File: config.mk
export PLATFORM = sky130hd
export DESIGN_NAME = fclass_arb_flat
export DESIGN_NICKNAME = d
export VERILOG_FILES = /design/src/rtl/fpu_pkg.sv /design/src/rtl/fclass_arb_if.sv /design/src/rtl/fclass_core.sv /design/src/rtl/fclass_arb.sv /design/src/flat_wrapper.sv
export SDC_FILE = /design/constraint.sdc
export NUM_CORES = 1
export LEC_CHECK = 0
export BUFFER_PORTS_ARGS = -buffer_cell sky130_fd_sc_hd__buf_2
export CELL_PAD_IN_SITES_DETAIL_PLACEMENT = 1
export CELL_PAD_IN_SITES_GLOBAL_PLACEMENT = 1
export CORE_MARGIN = 5
export CORE_UTILIZATION = 30
export CTS_CLUSTER_DIAMETER = 80
export CTS_CLUSTER_SIZE = 28
export DETAILED_ROUTE_END_ITERATION = 12
export PLACE_DENSITY = 0.87
export REMOVE_ABC_BUFFERS = 1
export SLEW_MARGIN = 25
export SYNTH_ARGS = -nofsm -noshare
export SYNTH_HDL_FRONTEND = slang
export SYNTH_HIERARCHICAL = 1
export SYNTH_SLANG_ARGS = --single-unit
File: constraint.sdc
create_clock -name clk -period 4.5 [get_ports clk]
set_input_delay 0.45 -clock clk [delete_from_list [all_inputs] [get_ports clk]]
set_output_delay 0.45 -clock clk [all_outputs]
set_load 0.1 [all_outputs]
File: src/rtl/fpu_pkg.sv
// FP32 field layout, FCLASS.S class-bit indices and the result-buffer state
// type, shared by the fclass_arb arbiter and its classify core.
package fpu_pkg;

    // FP32 field positions
    localparam int SIGN_BIT = 31;
    localparam int EXP_MSB  = 30;
    localparam int EXP_LSB  = 23;
    localparam int MAN_W    = 23;
    localparam int QNAN_BIT = 22;

    localparam logic [7:0] EXP_ALL1 = 8'hFF;

    // FCLASS.S one-hot result bit positions
    localparam int CLS_NINF  = 0;
    localparam int CLS_NNORM = 1;
    localparam int CLS_NSUB  = 2;
    localparam int CLS_NZERO = 3;
    localparam int CLS_PZERO = 4;
    localparam int CLS_PSUB  = 5;
    localparam int CLS_PNORM = 6;
    localparam int CLS_PINF  = 7;
    localparam int CLS_SNAN  = 8;
    localparam int CLS_QNAN  = 9;
    localparam int CLS_W     = 10;

    // Single-entry result buffer occupancy
    typedef enum logic {
        BUF_EMPTY = 1'b0,
        BUF_FULL  = 1'b1
    } buf_state_e;

    // True when a class mask reports either kind of NaN
    function automatic logic is_nan_mask(input logic [CLS_W-1:0] mask);
        return mask[CLS_SNAN] | mask[CLS_QNAN];
    endfunction

endpackage

File: src/rtl/fclass_arb_if.sv
// Request/response handshake bundle for fclass_arb. The master side is the
// requesters plus the result consumer; the slave side is the arbiter.
interface fclass_arb_if #(
    parameter int XLEN  = 32,
    parameter int TAG_W = 5
);
    logic             req0_valid;
    logic             req0_ready;
    logic [XLEN-1:0]  req0_a;
    logic [TAG_W-1:0] req0_tag;

    logic             req1_valid;
    logic             req1_ready;
    logic [XLEN-1:0]  req1_a;
    logic [TAG_W-1:0] req1_tag;

    logic             rsp_valid;
    logic             rsp_ready;
    logic             rsp_id;
    logic [TAG_W-1:0] rsp_tag;
    logic [XLEN-1:0]  rsp_data;

    modport master (
        output req0_valid, req0_a, req0_tag,
        output req1_valid, req1_a, req1_tag,
        output rsp_ready,
        input  req0_ready, req1_ready,
        input  rsp_valid, rsp_id, rsp_tag, rsp_data
    );

    modport slave (
        input  req0_valid, req0_a, req0_tag,
        input  req1_valid, req1_a, req1_tag,
        input  rsp_ready,
        output req0_ready, req1_ready,
        output rsp_valid, rsp_id, rsp_tag, rsp_data
    );
endinterface

File: src/rtl/fclass_core.sv
// Combinational RISC-V FCLASS.S: FP32 operand in, 10-bit one-hot class out.
module fclass_core
    import fpu_pkg::*;
(
    input  logic [31:0]      a_i,
    output logic [CLS_W-1:0] mask_o
);

    logic             sign_s;
    logic [7:0]       exp_s;
    logic [MAN_W-1:0] man_s;
    logic             exp_all1_s;
    logic             exp_zero_s;
    logic             man_zero_s;

    assign sign_s     = a_i[SIGN_BIT];
    assign exp_s      = a_i[EXP_MSB:EXP_LSB];
    assign man_s      = a_i[MAN_W-1:0];
    assign exp_all1_s = (exp_s == EXP_ALL1);
    assign exp_zero_s = (exp_s == 8'h00);
    assign man_zero_s = (man_s == {MAN_W{1'b0}});

    // Decode the exponent/mantissa category, then place it by sign (NaNs ignore sign)
    always_comb begin
        mask_o = {CLS_W{1'b0}};
        if (exp_all1_s) begin
            if (man_zero_s) begin
                if (sign_s) begin
                    mask_o[CLS_NINF] = 1'b1;
                end else begin
                    mask_o[CLS_PINF] = 1'b1;
                end
            end else if (man_s[QNAN_BIT]) begin
                mask_o[CLS_QNAN] = 1'b1;
            end else begin
                mask_o[CLS_SNAN] = 1'b1;
            end
        end else if (exp_zero_s) begin
            if (man_zero_s) begin
                if (sign_s) begin
                    mask_o[CLS_NZERO] = 1'b1;
                end else begin
                    mask_o[CLS_PZERO] = 1'b1;
                end
            end else begin
                if (sign_s) begin
                    mask_o[CLS_NSUB] = 1'b1;
                end else begin
                    mask_o[CLS_PSUB] = 1'b1;
                end
            end
        end else begin
            if (sign_s) begin
                mask_o[CLS_NNORM] = 1'b1;
            end else begin
                mask_o[CLS_PNORM] = 1'b1;
            end
        end
    end

endmodule

File: src/rtl/fclass_arb.sv
// Two-requester round-robin front end for a shared FCLASS.S datapath with a
// single-entry registered result buffer (1-cycle latency, full throughput).
// Optional build macro FCLASS_NAN_CNT_EN adds a saturating NaN-result counter;
// without it nan_cnt is tied to zero and no counter flops exist.
module fclass_arb
    import fpu_pkg::*;
#(
    parameter int XLEN  = 32,
    parameter int TAG_W = 5
)(
    input  logic         clk,
    input  logic         rst_n,
    fclass_arb_if.slave  bus,
    output logic [15:0]  nan_cnt
);

    buf_state_e       state_q;
    logic             rr_q;
    logic             rsp_id_q;
    logic [TAG_W-1:0] rsp_tag_q;
    logic [XLEN-1:0]  rsp_data_q;

    logic             can_accept_s;
    logic             gnt0_s;
    logic             gnt1_s;
    logic             accept_s;
    logic [31:0]      op_a_s;
    logic [TAG_W-1:0] op_tag_s;
    logic [CLS_W-1:0] mask_s;

    // Round-robin grant among valid requesters; rr only matters under contention
    always_comb begin
        gnt0_s = 1'b0;
        gnt1_s = 1'b0;
        if (bus.req0_valid && bus.req1_valid) begin
            gnt0_s = ~rr_q;
            gnt1_s = rr_q;
        end else begin
            gnt0_s = bus.req0_valid;
            gnt1_s = bus.req1_valid;
        end
    end

    // Buffer can take a new result when empty or when it is draining this cycle
    assign can_accept_s   = (state_q == BUF_EMPTY) | bus.rsp_ready;
    assign accept_s       = can_accept_s & (gnt0_s | gnt1_s);
    assign bus.req0_ready = rst_n & can_accept_s & gnt0_s;
    assign bus.req1_ready = rst_n & can_accept_s & gnt1_s;

    // Steer the winning operand and tag into the single classify core
    always_comb begin
        op_a_s   = 32'h0000_0000;
        op_tag_s = {TAG_W{1'b0}};
        if (gnt1_s) begin
            op_a_s   = bus.req1_a[31:0];
            op_tag_s = bus.req1_tag;
        end else begin
            op_a_s   = bus.req0_a[31:0];
            op_tag_s = bus.req0_tag;
        end
    end

    fclass_core u_core (
        .a_i    (op_a_s),
        .mask_o (mask_s)
    );

    // Result-buffer FSM: load on accept, hold under backpressure, empty on drain
    always_ff @(posedge clk or negedge rst_n) begin
        if (!rst_n) begin
            state_q    <= BUF_EMPTY;
            rr_q       <= 1'b0;
            rsp_id_q   <= 1'b0;
            rsp_tag_q  <= {TAG_W{1'b0}};
            rsp_data_q <= {XLEN{1'b0}};
        end else begin
            if (accept_s) begin
                rr_q       <= gnt0_s;
                rsp_id_q   <= gnt1_s;
                rsp_tag_q  <= op_tag_s;
                rsp_data_q <= XLEN'(mask_s);
            end else begin
                rr_q <= rr_q;
            end
            case (state_q)
                BUF_EMPTY: begin
                    if (accept_s) begin
                        state_q <= BUF_FULL;
                    end else begin
                        state_q <= BUF_EMPTY;
                    end
                end
                BUF_FULL: begin
                    if (accept_s) begin
                        state_q <= BUF_FULL;
                    end else if (bus.rsp_ready) begin
                        state_q <= BUF_EMPTY;
                    end else begin
                        state_q <= BUF_FULL;
                    end
                end
                default: begin
                    state_q <= BUF_EMPTY;
                end
            endcase
        end
    end

    assign bus.rsp_valid = (state_q == BUF_FULL);
    assign bus.rsp_id    = rsp_id_q;
    assign bus.rsp_tag   = rsp_tag_q;
    assign bus.rsp_data  = rsp_data_q;

`ifdef FCLASS_NAN_CNT_EN
    logic [15:0] nan_cnt_q;

    // Count accepted operands that classify as NaN, saturating at all-ones
    always_ff @(posedge clk or negedge rst_n) begin
        if (!rst_n) begin
            nan_cnt_q <= 16'h0000;
        end else if (accept_s && is_nan_mask(mask_s) && (nan_cnt_q != 16'hFFFF)) begin
            nan_cnt_q <= nan_cnt_q + 16'h0001;
        end else begin
            nan_cnt_q <= nan_cnt_q;
        end
    end

    assign nan_cnt = nan_cnt_q;
`else
    assign nan_cnt = 16'h0000;
`endif

endmodule

File: src/flat_wrapper.sv
// flat-port wrapper written by rule: the top's interface ports become plain ports
module fclass_arb_flat import fpu_pkg::*;
#(
    parameter int XLEN  = 32,
    parameter int TAG_W = 5
)
  (clk, rst_n, nan_cnt, bus_req0_valid, bus_req0_a, bus_req0_tag, bus_req1_valid, bus_req1_a, bus_req1_tag, bus_rsp_ready, bus_req0_ready, bus_req1_ready, bus_rsp_valid, bus_rsp_id, bus_rsp_tag, bus_rsp_data);
  fclass_arb_if #(.XLEN(XLEN), .TAG_W(TAG_W)) bus_i ();
  input  logic clk;
  input  logic rst_n;
  output logic [15:0] nan_cnt;
  input wire logic [$bits(bus_i.req0_valid)-1:0] bus_req0_valid;
  input wire logic [$bits(bus_i.req0_a)-1:0] bus_req0_a;
  input wire logic [$bits(bus_i.req0_tag)-1:0] bus_req0_tag;
  input wire logic [$bits(bus_i.req1_valid)-1:0] bus_req1_valid;
  input wire logic [$bits(bus_i.req1_a)-1:0] bus_req1_a;
  input wire logic [$bits(bus_i.req1_tag)-1:0] bus_req1_tag;
  input wire logic [$bits(bus_i.rsp_ready)-1:0] bus_rsp_ready;
  output wire logic [$bits(bus_i.req0_ready)-1:0] bus_req0_ready;
  output wire logic [$bits(bus_i.req1_ready)-1:0] bus_req1_ready;
  output wire logic [$bits(bus_i.rsp_valid)-1:0] bus_rsp_valid;
  output wire logic [$bits(bus_i.rsp_id)-1:0] bus_rsp_id;
  output wire logic [$bits(bus_i.rsp_tag)-1:0] bus_rsp_tag;
  output wire logic [$bits(bus_i.rsp_data)-1:0] bus_rsp_data;
  assign bus_i.req0_valid = bus_req0_valid;
  assign bus_i.req0_a = bus_req0_a;
  assign bus_i.req0_tag = bus_req0_tag;
  assign bus_i.req1_valid = bus_req1_valid;
  assign bus_i.req1_a = bus_req1_a;
  assign bus_i.req1_tag = bus_req1_tag;
  assign bus_i.rsp_ready = bus_rsp_ready;
  assign bus_req0_ready = bus_i.req0_ready;
  assign bus_req1_ready = bus_i.req1_ready;
  assign bus_rsp_valid = bus_i.rsp_valid;
  assign bus_rsp_id = bus_i.rsp_id;
  assign bus_rsp_tag = bus_i.rsp_tag;
  assign bus_rsp_data = bus_i.rsp_data;
  fclass_arb #(.XLEN(XLEN), .TAG_W(TAG_W)) u_core (.clk(clk), .rst_n(rst_n), .bus(bus_i), .nan_cnt(nan_cnt));
endmodule
==> impl_metrics.csv, run 1 <==
group,metric,value,unit
clocking,numCtsBuffers,3,
clocking,cts_buffer_depth,2,
drt,num_vias,1563,
synth,synth_top_family_by_area,"multiplexers",
synth,syn_area,1740,um^2
cells_and_area,final_cells,335,
sta,rsz0062_at_grt,"no",
placement,dp_hpwl,4540,um
placement,numPortBuffers,97,
global_routing,gr-total-overflow,0,
synth,yosys.area_share.simple,16.4,%
worst_setup_path,path_class,"reg2reg",
worst_setup_path,r2r_start,"u_core/rr_q",
worst_setup_path,required,4.69,ns
clocking,clk_pin_slew,0.06,ns
cells_and_area,antennaDiodeCount,0,
clocking,clockRootBuffer,"clkbuf_8",
synth,synth_compound_area_share,7.78,%
synth,muxShareOfSynthArea,28.3,%
synth,synth_seq_area_share,25.9,%
cells_and_area,area_delta_synth_final,22.6,%
cells_and_area,drive_above_1_share,57.4,%
sta,worst_slew_pin_slew,0.728,ns
placement,placed_cells,332,
drt,wl,5250,um
drt,drt_iter0_drc,38,
sta,relSlewSlack,51.3,%
synth,synth_cell_types,34,
worst_setup_path,critPathArrivalTime,3.06,ns
clocking,cts_setup_buffers,0,
floorplanning,die_h,86.1,um
sta,setup_tns,0,ns
clocking,post_cts_resized,0,
power_and_ir_drop,p_per_area,329,nW/um^2
power_and_ir_drop,ir_drop,0.161,mV
floorplanning,initial_core_util,31.2,%
sta,drv_slew,0,
cells_and_area,fill_cells,704,
floorplanning,die_area,7410,um^2
worst_setup_path,r2r_slack,1.63,ns
synth,synth_area_per_cell,10.0,um^2
status,status,"finished clean",
synth,yosys_warnings,6,
sta,final_hold_viol_count,0,
floorplanning,core,5570,um^2
sta,clock_skew,0.00170,ns
drt,via_per_inst,4.67,
clocking,cts.sink_count,18,
worst_setup_path,cp-end-kind,"flop",
global_routing,grt_antenna_before_repair,0,
hold_path,hp-class,"in2async",
clocking,hold_buffers,0,
worst_setup_path,r2r_cells,7,
global_routing,grt_max_degree,34,
power_and_ir_drop,cellLeakagePower,1.07,nW
cells_and_area,final_nets,344,
clocking,h-tree-depth,1,
floorplanning,io_pins,136,
clocking,clk_latency,0.25,ns
synth,synthAdderAreaFrac,0,%
floorplanning,fp.dieW,86.1,um
sta,fin_crit_sh,63.7,%
sta,fin_hold_ws,0.136,ns
sta,clock.fmax,349,MHz
flow_run,drv_cap,0,
worst_setup_path,cp_max_fo,33,
worst_setup_path,worstReg2RegEnd,"u_core/bus.rsp_data[3]",
cells_and_area,fin_util,38.2,%
worst_setup_path,start_kind,"flop",
drt,drt_pass1_iterations,4,
global_routing,grt_pass1_wl,7920,um
drt,ant_nets,0,
synth,synthXorXnorAreaFrac,0,%
floorplanning,rows,27,
sta,layout_min_cycle_time,2.87,ns
sta,setup_viol,0,
global_routing,grt_pass1_vias,1685,
synth,ys_ff_latch,18,
clocking,cts_tree,"yes",
global_routing,grt_usage,13.3,%
placement,gp_congestion,0.763,
drt,drc_errors,0,
drt,post_drt_wl_per_cell,15.7,um
synth,syn_inst,173,
## Yosys cell counts
cell type	instances	share of area, %
buf_4	41	18
mux2_2	37	24
dfrtp_1	18	26
a21oi_1	8	2.3
nand3_1	7	2.0
a31oi_1	6	2.2
mux2_4	5	4.3
nand2_1	5	1.1
nor4_2	5	3.6
o21ai_0	5	1.4
a211oi_1	3	1.3
and4_1	3	1.5
nor3_1	3	0.86
and2_1	2	0.72
and3_1	2	0.72
buf_6	2	1.3
clkbuf_1	2	0.43
inv_1	2	0.43
nor4_1	2	0.72
a32o_1	1	0.58
and2_4	1	0.50
and4_2	1	0.58
buf_12	1	1.2
buf_2	1	0.29
conb_1	1	0.22
nand2_2	1	0.36
nand2b_1	1	0.36
nand3b_1	1	0.43
nand4_1	1	0.36
nor2_1	1	0.22
nor2b_1	1	0.36
nor4_4	1	1.2
or2_1	1	0.36
or2b_1	1	0.43
## registers in the layout, summed over array words and instances, names as in the netlist
name and count:
u_core/bus.rsp_valid 1, u_core/bus.rsp_data 10, u_core/bus.rsp_id 1, u_core/rr_q 1
u_core/bus.rsp_tag 5
## placed cells by master (no fill, tap or decap), types with 3 or more instances in the layout
master    instances
a21oi_1           8
a211oi_1          3
clkbuf_8          3
nor3_1            3
nand3_1           7
mux2_2           37
conb_1           38
nand2_1           5
a31oi_1           6
mux2_4            5
o21ai_0           5
buf_2            97
dfrtp_1          18
nor4_2            5
and4_1            3
## cell families (layout without fill, tap and decap cells)
| family | count (synthesis) | in the layout |
|---|---|---|
| compound gates | 23 | 23 |
| buf+inv | 49 | 102 |
| flops | 18 | 18 |
| mux | 42 | 42 |
| other cells | 1 | 38 |
| simple gates | 40 | 40 |
## layer usage
metal	routed length, um	vias up	global-route usage, %
li1	-	732	-
met2	2690	93	24.7
met1	1810	733	14.3
met5	0	-	0
met4	43	0	3.02
met3	708	5	4.71
## stage by stage
stage | worst slack, ns | area, um^2 | total power [mW]
floorplan | 0.554 | 1510 | 0.520
global placement | 1.55 | 2090 | 0.589
detailed placement | 1.43 | 2090 | 0.596
CTS | 1.59 | 2130 | 0.709
global route | 1.41 | 2130 | 0.733
finish | 1.63 | 2130 | 0.700
## how the worst max path moves through the flow
stage	slack [ns]	endpoint	startpoint	depth (start not counted)
5_1_grt	1.41	u_core/bus.rsp_data[8]	u_core/rr_q	7
6_report	1.63	u_core/bus.rsp_data[3]	u_core/rr_q	7
3_3_place_gp	1.55	u_core/bus.rsp_data[8]	bus_req0_valid	8
3_5_place_dp	1.43	u_core/bus.rsp_data[7]	bus_req0_valid	8
4_1_cts	1.59	u_core/bus.rsp_data[7]	u_core/rr_q	7
2_1_floorplan	0.55	bus_req0_ready	u_core/bus.rsp_valid	3
## power by group
group | total [mW] | internal [mW] | switching [mW]
Sequential | 0.186 | 0.177 | 0.00914
Clock | 0.109 | 0.0594 | 0.0493
Combinational | 0.405 | 0.0866 | 0.319
## layout make-up
class	count	area, um^2	share of cell area, %
clock buffers	3	41.3	1.94
inverters	2	7.51	0.353
multi-input cells	143	1050	49.5
flip-flops and latches	18	450	21.2
well taps	72	90.1	4.23
repair buffers	97	485	22.8
## critical path, cell delays in order (launching register included)
cell and delay (ns):
dfrtp_1 0.41, or2b_1 0.33, nand2_2 0.58, mux2_2 0.43, nor4_2 0.43, nand3_1 0.20, nor3_1 0.23, mux2_2 0.19
No activity file was read; power rests on OpenSTA's default activity.
==> inputs of run 2 (changes only) <==
Settings changed: CORE_UTILIZATION 30 to 28, PLACE_DENSITY 0.87 to 0.82.
Clock period 4.5 ns to 2.95 ns, I/O delays scaled along.
==> run 2 against run 1 <==
Effect of this change:
- clock skew up 0.0015 ns
- final cell count up 1.5%
- setup slack worse by 1.2 ns
- count of clock-buffer cells in the layout unchanged
- first-iteration DRC count is 13% higher
- sequential share of layout area is 0.33 points lower
- sequential power is 53% higher
- global-route usage decreased by 1.3 points
- critical path depth increased by 1
- utilization is 2.1 points lower
- worst hold slack better by 0.18 ns
- die area up 6.3%
- largest cell class unchanged
- highest routed layer unchanged
==> impl_metrics.csv, run 2 (synthesis results as in run 1) <==
group,metric,value,unit
sta,setup_viol,0,
worst_setup_path,max_stage_delay,0.42,ns
power_and_ir_drop,ir_drop,0.247,mV
placement,numPortBuffers,97,
drt,post_drt_wl_per_cell,15.3,um
placement,dpl-instance-area,2110,um^2
clocking,clk_latency,0.25,ns
global_routing,grt_pass1_wl,7450,um
worst_setup_path,cp_max_fo,33,
global_routing,gr-total-overflow,0,
drt,wl_met2,2700,um
placement,gp_congestion,0.759,
flow_run,drv_cap,0,
floorplanning,initial_core_util,29.0,%
cells_and_area,final_cell_mix,"buf_2 (97), conb_1 (38), mux2_2 (37)",
drt,num_vias,1559,
clocking,numCtsBuffers,3,
drt,via_per_inst,4.59,
clocking,clk_pin_slew,0.07,ns
clocking,cts_setup_buffers,0,
sta,setup_tns,0,ns
cells_and_area,largest_register_ffs,10,
worst_setup_path,critPathArrivalTime,2.71,ns
clocking,cts.sink_count,18,
worst_setup_path,required,3.09,ns
power_and_ir_drop,cellLeakagePower,1.09,nW
power_and_ir_drop,p_per_area,499,nW/um^2
clocking,clockRootBuffer,"clkbuf_8",
worst_setup_path,cp-end-kind,"flop",
sta,rsz0062_at_grt,"no",
worst_setup_path,worstSetupPathDepth,8,
cells_and_area,antennaDiodeCount,0,
cells_and_area,fin_util,36.1,%
floorplanning,fp.dieW,88.8,um
status,status,"finished clean",
sta,clock_skew,0.00315,ns
sta,clock.fmax,389,MHz
floorplanning,die_h,88.8,um
worst_setup_path,crit_chain,"or2b_1, nand2_2, buf_12, mux2_2, nor4_1, and2_1, a211oi_1, mux2_4",
global_routing,grt_pass1_vias,1623,
sta,fin_ws,0.382,ns
clocking,cts_tree,"yes",
clocking,cts_buffer_depth,2,
worst_setup_path,path_buf_inv,1,
global_routing,grt_usage,12.0,%
sta,fin_crit_sh,87.0,%
clocking,h-tree-depth,1,
worst_setup_path,path_class,"reg2reg",
sta,drv_slew,0,
cells_and_area,fill_cells,750,
cells_and_area,final_nets,346,
drt,drt-met1-wl,1800,um
cells_and_area,fin_area,2160,um^2
drt,ant_nets,0,
floorplanning,rows,28,
sta,final_hold_viol_count,0,
worst_setup_path,start_kind,"flop",
drt,drc_errors,0,
drt,drt_iter0_drc,43,
global_routing,grt_antenna_before_repair,0,
drt,wl_met3,629,um
placement,dp_hpwl,4410,um
worst_setup_path,r2r_cells,8,
worst_setup_path,cp_slowest_cell,"dfrtp_1",
placement,place_worst_setup_slack,0.319,ns
hold_path,hp-class,"in2reg",
drt,drt_pass1_iterations,4,
worst_setup_path,cp_top_family,"simple AND/OR/NAND/NOR gates",
sta,layout_min_cycle_time,2.57,ns
floorplanning,core,5990,um^2
floorplanning,io_pins,136,
floorplanning,die_area,7880,um^2
cells_and_area,final_common_cell,"buf_2",
global_routing,grt_max_degree,34,
sta,fin_hold_ws,0.315,ns
drt,wl,5210,um
hold_path,hold_depth,3,
cells_and_area,drive_above_1_share,57.4,%
drt,top_layer_used,"met4",
cells_and_area,area_delta_synth_final,24.6,%
==> run 2: repair_timing <==
action                    in CTS  in global routing
hold buffers                   1                  0
resized for setup              0                  0
hold endpoints to repair       9                  0
==> run 2: area by class of cell <==
cell class | count | area (um^2) | area share, %
Inverter | 2 | 7.51 | 0.347
Sequential cell | 18 | 450 | 20.8
Tap cell | 75 | 93.8 | 4.34
Multi-Input combinational cell | 143 | 1050 | 48.8
Timing Repair Buffer | 99 | 515 | 23.8
Clock buffer | 3 | 41.3 | 1.91
==> run 2: where the power goes <==
| part | switching (mW) | total (mW) | leakage, nW | internal [mW] |
|---|---|---|---|---|
| Clock | 0.0805 | 0.171 | 0.0216 | 0.0906 |
| Sequential | 0.0144 | 0.284 | 0.224 | 0.270 |
| Combinational | 0.485 | 0.623 | 0.842 | 0.138 |
| Total | 0.580 | 1.08 | 1.09 | 0.498 |
==> run 2: stage by stage <==
step	total power [mW]	std cells
final	1.08	340
after global routing	1.12	340
after CTS	1.09	340
after detailed placement	0.915	336
after global placement	0.904	336
after floorplan	0.793	163
==> run 2: tightest hold or removal path, cell delays in order <==
cell and delay, ns:
buf_2 0.09, o21ai_0 0.06, a31oi_1 0.07
==> run 2: worst paths after layout <==
check,from,endpoint,slack [ns]
worst max register to register,u_core/rr_q,u_core/bus.rsp_data[8],0.38
worst min register to register,u_core/bus.rsp_data[9],u_core/bus.rsp_data[9],0.51
max in group asynchronous,rst_n,u_core/bus.rsp_data[3],2.11
worst max-delay path,u_core/rr_q,u_core/bus.rsp_data[8],0.38
min in group asynchronous,rst_n,u_core/bus.rsp_valid,0.53
worst min-delay path,bus_req0_tag[0],u_core/bus.rsp_tag[0],0.32
==> run 2: layer usage <==
metal / GRT usage (%) / vias up
met3: 3.07 / 6
met1: 11.5 / 739
met5: 0 / -
li1: - / 737
met4: 3.57 / 0
met2: 24.6 / 77
